<file path="config.mk">
export PLATFORM = sky130hd
export DESIGN_NAME = rf_mp
export DESIGN_NICKNAME = d
export VERILOG_FILES = /design/src/rtl/rf_mp.sv
export SDC_FILE = /design/constraint.sdc
export NUM_CORES = 2
export LEC_CHECK = 0
export BUFFER_PORTS_ARGS = -buffer_cell sky130_fd_sc_hd__buf_2
export CAP_MARGIN = 20
export CORE_ASPECT_RATIO = 1.1
export CORE_MARGIN = 10
export CORE_UTILIZATION = 50
export DETAILED_ROUTE_END_ITERATION = 8
export PLACE_DENSITY_LB_ADDON = 0.25
export SLEW_MARGIN = 20
export SYNTH_ARGS = -nofsm -noshare
export SYNTH_HDL_FRONTEND = slang
export SYNTH_SLANG_ARGS = --single-unit
</file>
<file path="constraint.sdc">
create_clock -name clk -period 7.2 [get_ports clk]
set_input_delay 1.08 -clock clk [delete_from_list [all_inputs] [get_ports clk]]
set_output_delay 1.08 -clock clk [all_outputs]
set_load 0.005 [all_outputs]
</file>
<file path="src/rtl/rf_mp.sv">
// Multi-port register file: NR combinational read ports, two write ports (port 1 wins on conflict), clear sweep.
// Latency: 0-cycle reads, writes land on the next edge; no backpressure, writes are dropped while ready_o=0.
module rf_mp #(
   parameter int DW      = 32,
   parameter int DEPTH   = 32,
   parameter int AW      = 5,
   parameter int NR      = 2,
   parameter int BYPASS  = 1,
   parameter int ZERO_R0 = 1
) (
   input  logic             clk,
   input  logic             rst,
   input  logic             clr_i,
   output logic             ready_o,
   input  logic [NR*AW-1:0] ra_i,
   output logic [NR*DW-1:0] rd_o,
   input  logic             we0_i,
   input  logic [AW-1:0]    wa0_i,
   input  logic [DW-1:0]    wd0_i,
   input  logic             we1_i,
   input  logic [AW-1:0]    wa1_i,
   input  logic [DW-1:0]    wd1_i
);

   typedef enum logic {CLEAR, READY} state_t;

   state_t          state_q, state_d;
   logic [AW-1:0]   clr_cnt_q, clr_cnt_d;
   logic [DW-1:0]   mem_q [DEPTH];
   logic [DW-1:0]   mem_d [DEPTH];
   logic            we0_eff, we1_eff;
   logic [AW-1:0]   ra_k;

   always_comb begin
      state_d   = state_q;
      clr_cnt_d = clr_cnt_q;
      case (state_q)
         CLEAR: begin
            if (clr_i) begin
               clr_cnt_d = '0;
            end else if (clr_cnt_q == AW'(DEPTH - 1)) begin
               state_d   = READY;
               clr_cnt_d = '0;
            end else begin
               clr_cnt_d = clr_cnt_q + 1'b1;
            end
         end
         READY: begin
            if (clr_i) begin
               state_d   = CLEAR;
               clr_cnt_d = '0;
            end
         end
         default: begin
            state_d   = CLEAR;
            clr_cnt_d = '0;
         end
      endcase
   end

   always_ff @(posedge clk or posedge rst) begin
      if (rst) begin
         state_q   <= CLEAR;
         clr_cnt_q <= '0;
      end else begin
         state_q   <= state_d;
         clr_cnt_q <= clr_cnt_d;
      end
   end

   assign ready_o = (state_q == READY);

   // Enables are filtered once so commit and bypass can never disagree.
   assign we0_eff = ready_o && we0_i && !((ZERO_R0 != 0) && (wa0_i == '0));
   assign we1_eff = ready_o && we1_i && !((ZERO_R0 != 0) && (wa1_i == '0));

   always_comb begin
      for (int i = 0; i < DEPTH; i++) begin
         mem_d[i] = mem_q[i];
      end
      if (!ready_o) begin
         mem_d[clr_cnt_q] = '0;
      end else begin
         if (we0_eff) mem_d[wa0_i] = wd0_i;
         if (we1_eff) mem_d[wa1_i] = wd1_i;
      end
   end

   // Array is deliberately not reset; the sweep zeroes it before ready_o rises.
   always_ff @(posedge clk) begin
      for (int i = 0; i < DEPTH; i++) begin
         mem_q[i] <= mem_d[i];
      end
   end

   always_comb begin
      rd_o = '0;
      ra_k = '0;
      for (int k = 0; k < NR; k++) begin
         ra_k = ra_i[k*AW +: AW];
         if (!ready_o) begin
            rd_o[k*DW +: DW] = '0;
         end else if ((ZERO_R0 != 0) && (ra_k == '0)) begin
            rd_o[k*DW +: DW] = '0;
         end else if ((BYPASS != 0) && we1_eff && (wa1_i == ra_k)) begin
            rd_o[k*DW +: DW] = wd1_i;
         end else if ((BYPASS != 0) && we0_eff && (wa0_i == ra_k)) begin
            rd_o[k*DW +: DW] = wd0_i;
         end else begin
            rd_o[k*DW +: DW] = mem_q[ra_k];
         end
      end
   end

endmodule

</file>
---- Yosys cells after proc, flatten, opt, wreduce, memory -nomap -nowiden ----
Memory sizes are Yosys's and may differ from the RTL's.
Cells that the tools add are included.
operators by class
  add/subtract/negate cells ............... 1
  $lt $le $gt $ge ......................... 6
  equal/unequal tests ..................... 6
  multiplexer cells ....................... 28
  bitwise logic cells ..................... 6
  reduce and logical (&&, ||, !) cells .... 17
operators by type and width
  operator                number
  $mux W1024              4
  $bwmux W1024            2
  $and A1024 B1024 Y1024  1
  $not A1024 Y1024        1
  $demux W32 S5           3
  $mux W32                11
  $eq A5 B5 Y1            4
  $logic_not A5 Y1        4
  $ge A6 B6 Y1 const B    3
  $lt A6 B1 Y1 const B    3
  $not A5 Y6              3
  $mux W5                 3
  $logic_and A1 B1 Y1     11
  $pmux W5 S2             1
  $add A5 B1 Y5 const B   1
  $eq A5 B5 Y1 const B    1
  $mux W1                 3
  $logic_not A1 Y1        2
  $ne A2 B2 Y1 const B    1
  $pmux W1 S2             1
  $not A1 Y1              1
word-level totals
  register bits after elaboration ......... 6
  memory bits (writable) .................. 1,024
  bits of input ports ..................... 89
  output and inout port bits .............. 65
  word-level logic and storage cells ...... 67
  memories kept ........................... 1
memories
  memory  depth  width  rd ports  clocked after memory_dff  wr ports  line  source
  mem_q   32     32     34        0                         32        29    logic [DW-1:0] mem_q [DEPTH];

---- Longest topological paths before layout ----
  word-level depth ........................ 11
  gate-level depth with buffers ........... 10
  gate-level depth less buffers ........... 7

---- Worst setup path before layout ----
OpenSTA, ideal clock, no wires.
  path type ............................... input port to output port
  start ................................... input port ra_i[0]
  end ..................................... output port rd_o[11]
  arrival ................................. 2,815 ps
  data required time ...................... 6,120 ps
  slack ................................... 3,305 ps
  stages .................................. 7
  path buffers ............................ 2
  cells stage by stage .................... buf_2 > buf_1 > mux4_2 > a22oi_1 > nand2_1 > a22oi_1 > o211ai_1
on the way
  word-level cells in the longest chain between the ends .. 6
  elaborated cells on any way between the ends .. 10
  those cells by class .................... eq/ne: 2; mux: 4; reduce/logical: 3; memory: 1
ends and longest elaborated chain
  element                                                  line  source
  start: declaration                                       15    input logic [NR*AW-1:0] ra_i,
  branches (longest 4 deep; another with $mem_v2 Z32 W32)  --
  $mux W32 (*)                                             103   end else if ((ZERO_R0 != 0) && (ra_k == '0)) begin
  $mux W32 (*)                                             101   if (!ready_o) begin
  end: declaration                                         16    output logic [NR*DW-1:0] rd_o,
Every way passes the cells marked *.

---- Worst setup path after layout ----
  start ................................... register state_q (netlist: ready_o)
  end ..................................... output port rd_o[20]
on the way
  word-level cells in the longest chain between the ends .. 7
  elaborated cells on any way between the ends .. 10
  those cells by class .................... mux: 4; reduce/logical: 6
ends and longest elaborated chain
  element                            line  source
  start: declaration                 27    state_t state_q, state_d;
  start signal: assignment           66    state_q <= state_d;
  $logic_and A1 B1 Y1 (2 in series)  74    assign we0_eff = ready_o && we0_i && !((ZERO_R0 != 0) && (wa0_i == '0));
  $logic_and A1 B1 Y1                107   end else if ((BYPASS != 0) && we0_eff && (wa0_i == ra_k)) begin
  $mux W32                           107
  $mux W32                           105   end else if ((BYPASS != 0) && we1_eff && (wa1_i == ra_k)) begin
  $mux W32                           103
  $mux W32 (*)                       101
Every way passes the cells marked *; elsewhere a longest branch is shown, timed or not.

==> impl_metrics.sql <==
INSERT INTO impl_metrics (metric_group, metric, value, unit) VALUES
('drt', 'avg_vias_per_cell', '7.38', ''),
('synthesis', 'syn_area_per_cell', '9.18', 'µm²'),
('run', 'max-cap-violations', '0', ''),
('cts', 'h-tree-depth', '3', ''),
('cts', 'cts-root-buf', 'clkbuf_16', ''),
('sta', 'max_clock_freq', '170', 'MHz'),
('final_layout', 'n_fill_cell', '12100', ''),
('setup_path', 'crit_path_max_fanout', '38', ''),
('setup_path', 'crit_path_start_kind', 'flip-flop', ''),
('setup_path', 'path_length_in_cells_of_the_critical_path', '7', ''),
('setup_path', 'worst-r2r-cell-count', '6', ''),
('drt', 'drt-wirelength-per-cell', '32.8', 'µm'),
('grt', 'gr-usage-all-layers', '0.361', ''),
('run_status', 'failed_checks', 'design-rule violations', ''),
('synthesis', 'synth-edff-count', '0', ''),
('final_layout', 'layout.core_utilization', '0.542', ''),
('floorplanning', 'design.core.area', '138000', 'µm²'),
('power_and_ir_drop', 'p_leak', '28.7', 'nW'),
('final_layout', 'drive_above_1_share', '0.146', ''),
('setup_path', 'combined_buffer_and_inverter_count_along_the_critical_path', '2', ''),
('synthesis', 'yosys.area.top_type_share', '0.296', ''),
('hold_path', 'min-delay-path-class', 'in -> async', ''),
('placed_design', 'routability_cong', '0.963', ''),
('synthesis', 'synth_flop_cell', 'dfxtp_1', ''),
('grt', 'grt_remaining_overflow', '0', ''),
('sta', 'finalWorstPathRequiredPeriod', '5.88', 'ns'),
('drt', 'route.final.wire_length', '293000', 'µm'),
('cts', 'ctsLongestPathBuffers', '3', ''),
('setup_path', 'critical-path-slowest-cell', 'nor4_1', ''),
('synthesis', 'largest_cells_by_area_after_synthesis', 'dfxtp_1, mux2i_1, mux4_2, a22o_1, o21ai_0', ''),
('synthesis', 'synth.net_count', '7637', ''),
('setup_path', 'path_class', 'reg -> out', ''),
('drt', 'drt-initial-drc-count', '10500', ''),
('cts', 'clk_pin_slew_worst_paths', '0.06', 'ns'),
('setup_path', 'required_time_of_the_critical_path', '6.12', 'ns'),
('synthesis', 'synthesis.yosys.warnings', '0', ''),
('sta', 'report.final.setup_viol', '0', ''),
('sta', 'layout_worst_path_cycle_share', '0.817', ''),
('cts', 'tritoncts.num_buffers', '114', ''),
('setup_path', 'slowest_delay', '0.91', 'ns'),
('run_status', 'outcome', 'finished with violations', ''),
('sta', 'final-max-slew-violation-count', '0', ''),
('cts', 'ctsResizeCount', '0', ''),
('sta', 'grt_setup_unrepaired', 'false', ''),
('final_layout', 'mostFrequentLayoutCells', 'mux2i_1, dfxtp_1, a22o_1', ''),
('sta', 'whs', '0.236', 'ns'),
('floorplanning', 'initial_utilization', '0.502', ''),
('grt', 'grt_pass1_vias', '61400', ''),
('synthesis', 'synthDominantAreaCellType', 'dfxtp_1', ''),
('synthesis', 'netlist_instances', '7543', ''),
('cts', 'worst_skew_pair.late_latency', '0.78', 'ns'),
('sta', 'final.setup_skew', '0.0269', 'ns'),
('placed_design', 'hpwl_detailed', '173000', 'µm'),
('floorplanning', 'die_ar', '154000', 'µm²'),
('floorplanning', 'die_width', '375', 'µm'),
('synthesis', 'post_synth_num_cell_types', '65', ''),
('drt', 'drt-pass1-iter-count', '9', ''),
('floorplanning', 'design.portCount', '154', ''),
('setup_path', 'capturing_element_type_of_the_critical_path', 'output port', ''),
('synthesis', 'asyncSetResetFlopFracSynth', '0.00583', ''),
('floorplanning', 'placement_rows', '143', ''),
('setup_path', 'crit_arrival', '4.80', 'ns'),
('cts', 'cts_tree', 'yes', ''),
('grt', 'global_route_wire_length_before_repair', '424000', 'µm'),
('drt', 'drt_drc_violations_left', '9', ''),
('cts', 'cts_num_sinks', '1030', ''),
('grt', 'maximum_number_of_pins_on_one_net_before_global_route_repair', '175', ''),
('final_layout', 'final_common_cell', 'mux2i_1', ''),
('sta', 'setup-tns-final', '0', 'ns'),
('drt', 'ant_nets', '0', ''),
('final_layout', 'synthesis_to_finish_area_growth', '7.97', '%');
-- synth_stat cells (7+ instances only) --
cell type     n
mux2i_1    1127
dfxtp_1    1024
a22o_1      871
clkbuf_1    729
nand2_1     680
o21ai_0     592
a21oi_1     423
nor2_1      396
mux4_2      384
a22oi_1     192
buf_2       162
o211ai_1    128
nor2b_1     106
and3_1       90
o22ai_1      65
o221ai_1     64
o22a_1       64
buf_1        59
o2bb2ai_1    49
inv_1        47
a222oi_1     42
a221o_1      28
o21ai_1      26
buf_4        22
nor3_2       17
xor2_1       17
a31oi_1      16
buf_6        12
nor3_1        9
nand2b_1      7
nand3_1       7
nand3b_1      7
nand4_1       7
-- path summary, 6_finish.rpt --
path / from / end
max in group asynchronous: rst / ready_o
max reg2reg: ready_o / mem_q[4][31]
min: rst / clr_cnt_q[2]
max: ready_o / rd_o[20]
min reg2reg: mem_q[0][8] / mem_q[0][8]
min in group clk: mem_q[0][8] / mem_q[0][8]
-- per-stage QoR --
step | setup slack [ns] | instance area, µm² | cells | power, mW
2_1_floorplan | 3.31 | 69200 | 7543 | 6.57
3_3_place_gp | 1.74 | 70600 | 8711 | 6.96
3_5_place_dp | 1.70 | 70800 | 8721 | 6.99
4_1_cts | 1.53 | 74700 | 8931 | 13.0
5_1_grt | 1.33 | 74700 | 8936 | 13.3
6_report | 1.32 | 74700 | 8949 | 13.1
-- area by class of cell --
| cell class | count | area, µm² | share of cell area |
|---|---|---|---|
| Multi-Input combinational cell | 5482 | 45200 | 0.604 |
| Sequential cell | 1030 | 20700 | 0.276 |
| Clock buffer | 168 | 3300 | 0.0441 |
| Timing Repair Buffer | 352 | 2600 | 0.0348 |
| Tap cell | 1812 | 2270 | 0.0303 |
| Clock inverter | 42 | 526 | 0.00703 |
| Inverter | 47 | 176 | 0.00236 |
| Antenna cell | 16 | 40.0 | 0.000536 |
-- registers in the layout (all words and copies together), names as in the netlist --
register / count
ready_o: 1
mem_q: 1024
clr_cnt_q: 5
-- report_power, final --
group / leakage, nW / switching [mW] / internal [mW] / total [mW]
Combinational: 18.5 / 0.810 / 0.324 / 1.13
Clock: 1.88 / 2.69 / 3.52 / 6.21
Sequential: 8.33 / 0.0440 / 5.74 / 5.79
Total: 28.7 / 3.54 / 9.59 / 13.1
-- cells by family (layout without fill, tap and decap cells) --
| logic type | count (synthesis) | count (layout) | share of synthesized area |
|---|---|---|---|
| compound gates | 2583 | 2583 | 0.263 |
| xor+xnor | 20 | 20 | 0.00253 |
| fa+ha+maj | 5 | 5 | 0.000904 |
| buf+inv | 1031 | 609 | 0.0613 |
| flops | 1030 | 1030 | 0.298 |
| mux | 1511 | 1511 | 0.288 |
| other cells | 0 | 16 | 0 |
| simple gates | 1363 | 1363 | 0.0862 |
-- metal layers --
metal  part of all wire  up-vias  GRT usage
met1               0.37    31900      0.457
met3               0.14     1290      0.113
met4              0.076       20      0.239
met2               0.42     5219      0.525
li1                   -    27700          -
met5            0.00046        -          0
Power figures use the tool's default switching activity.
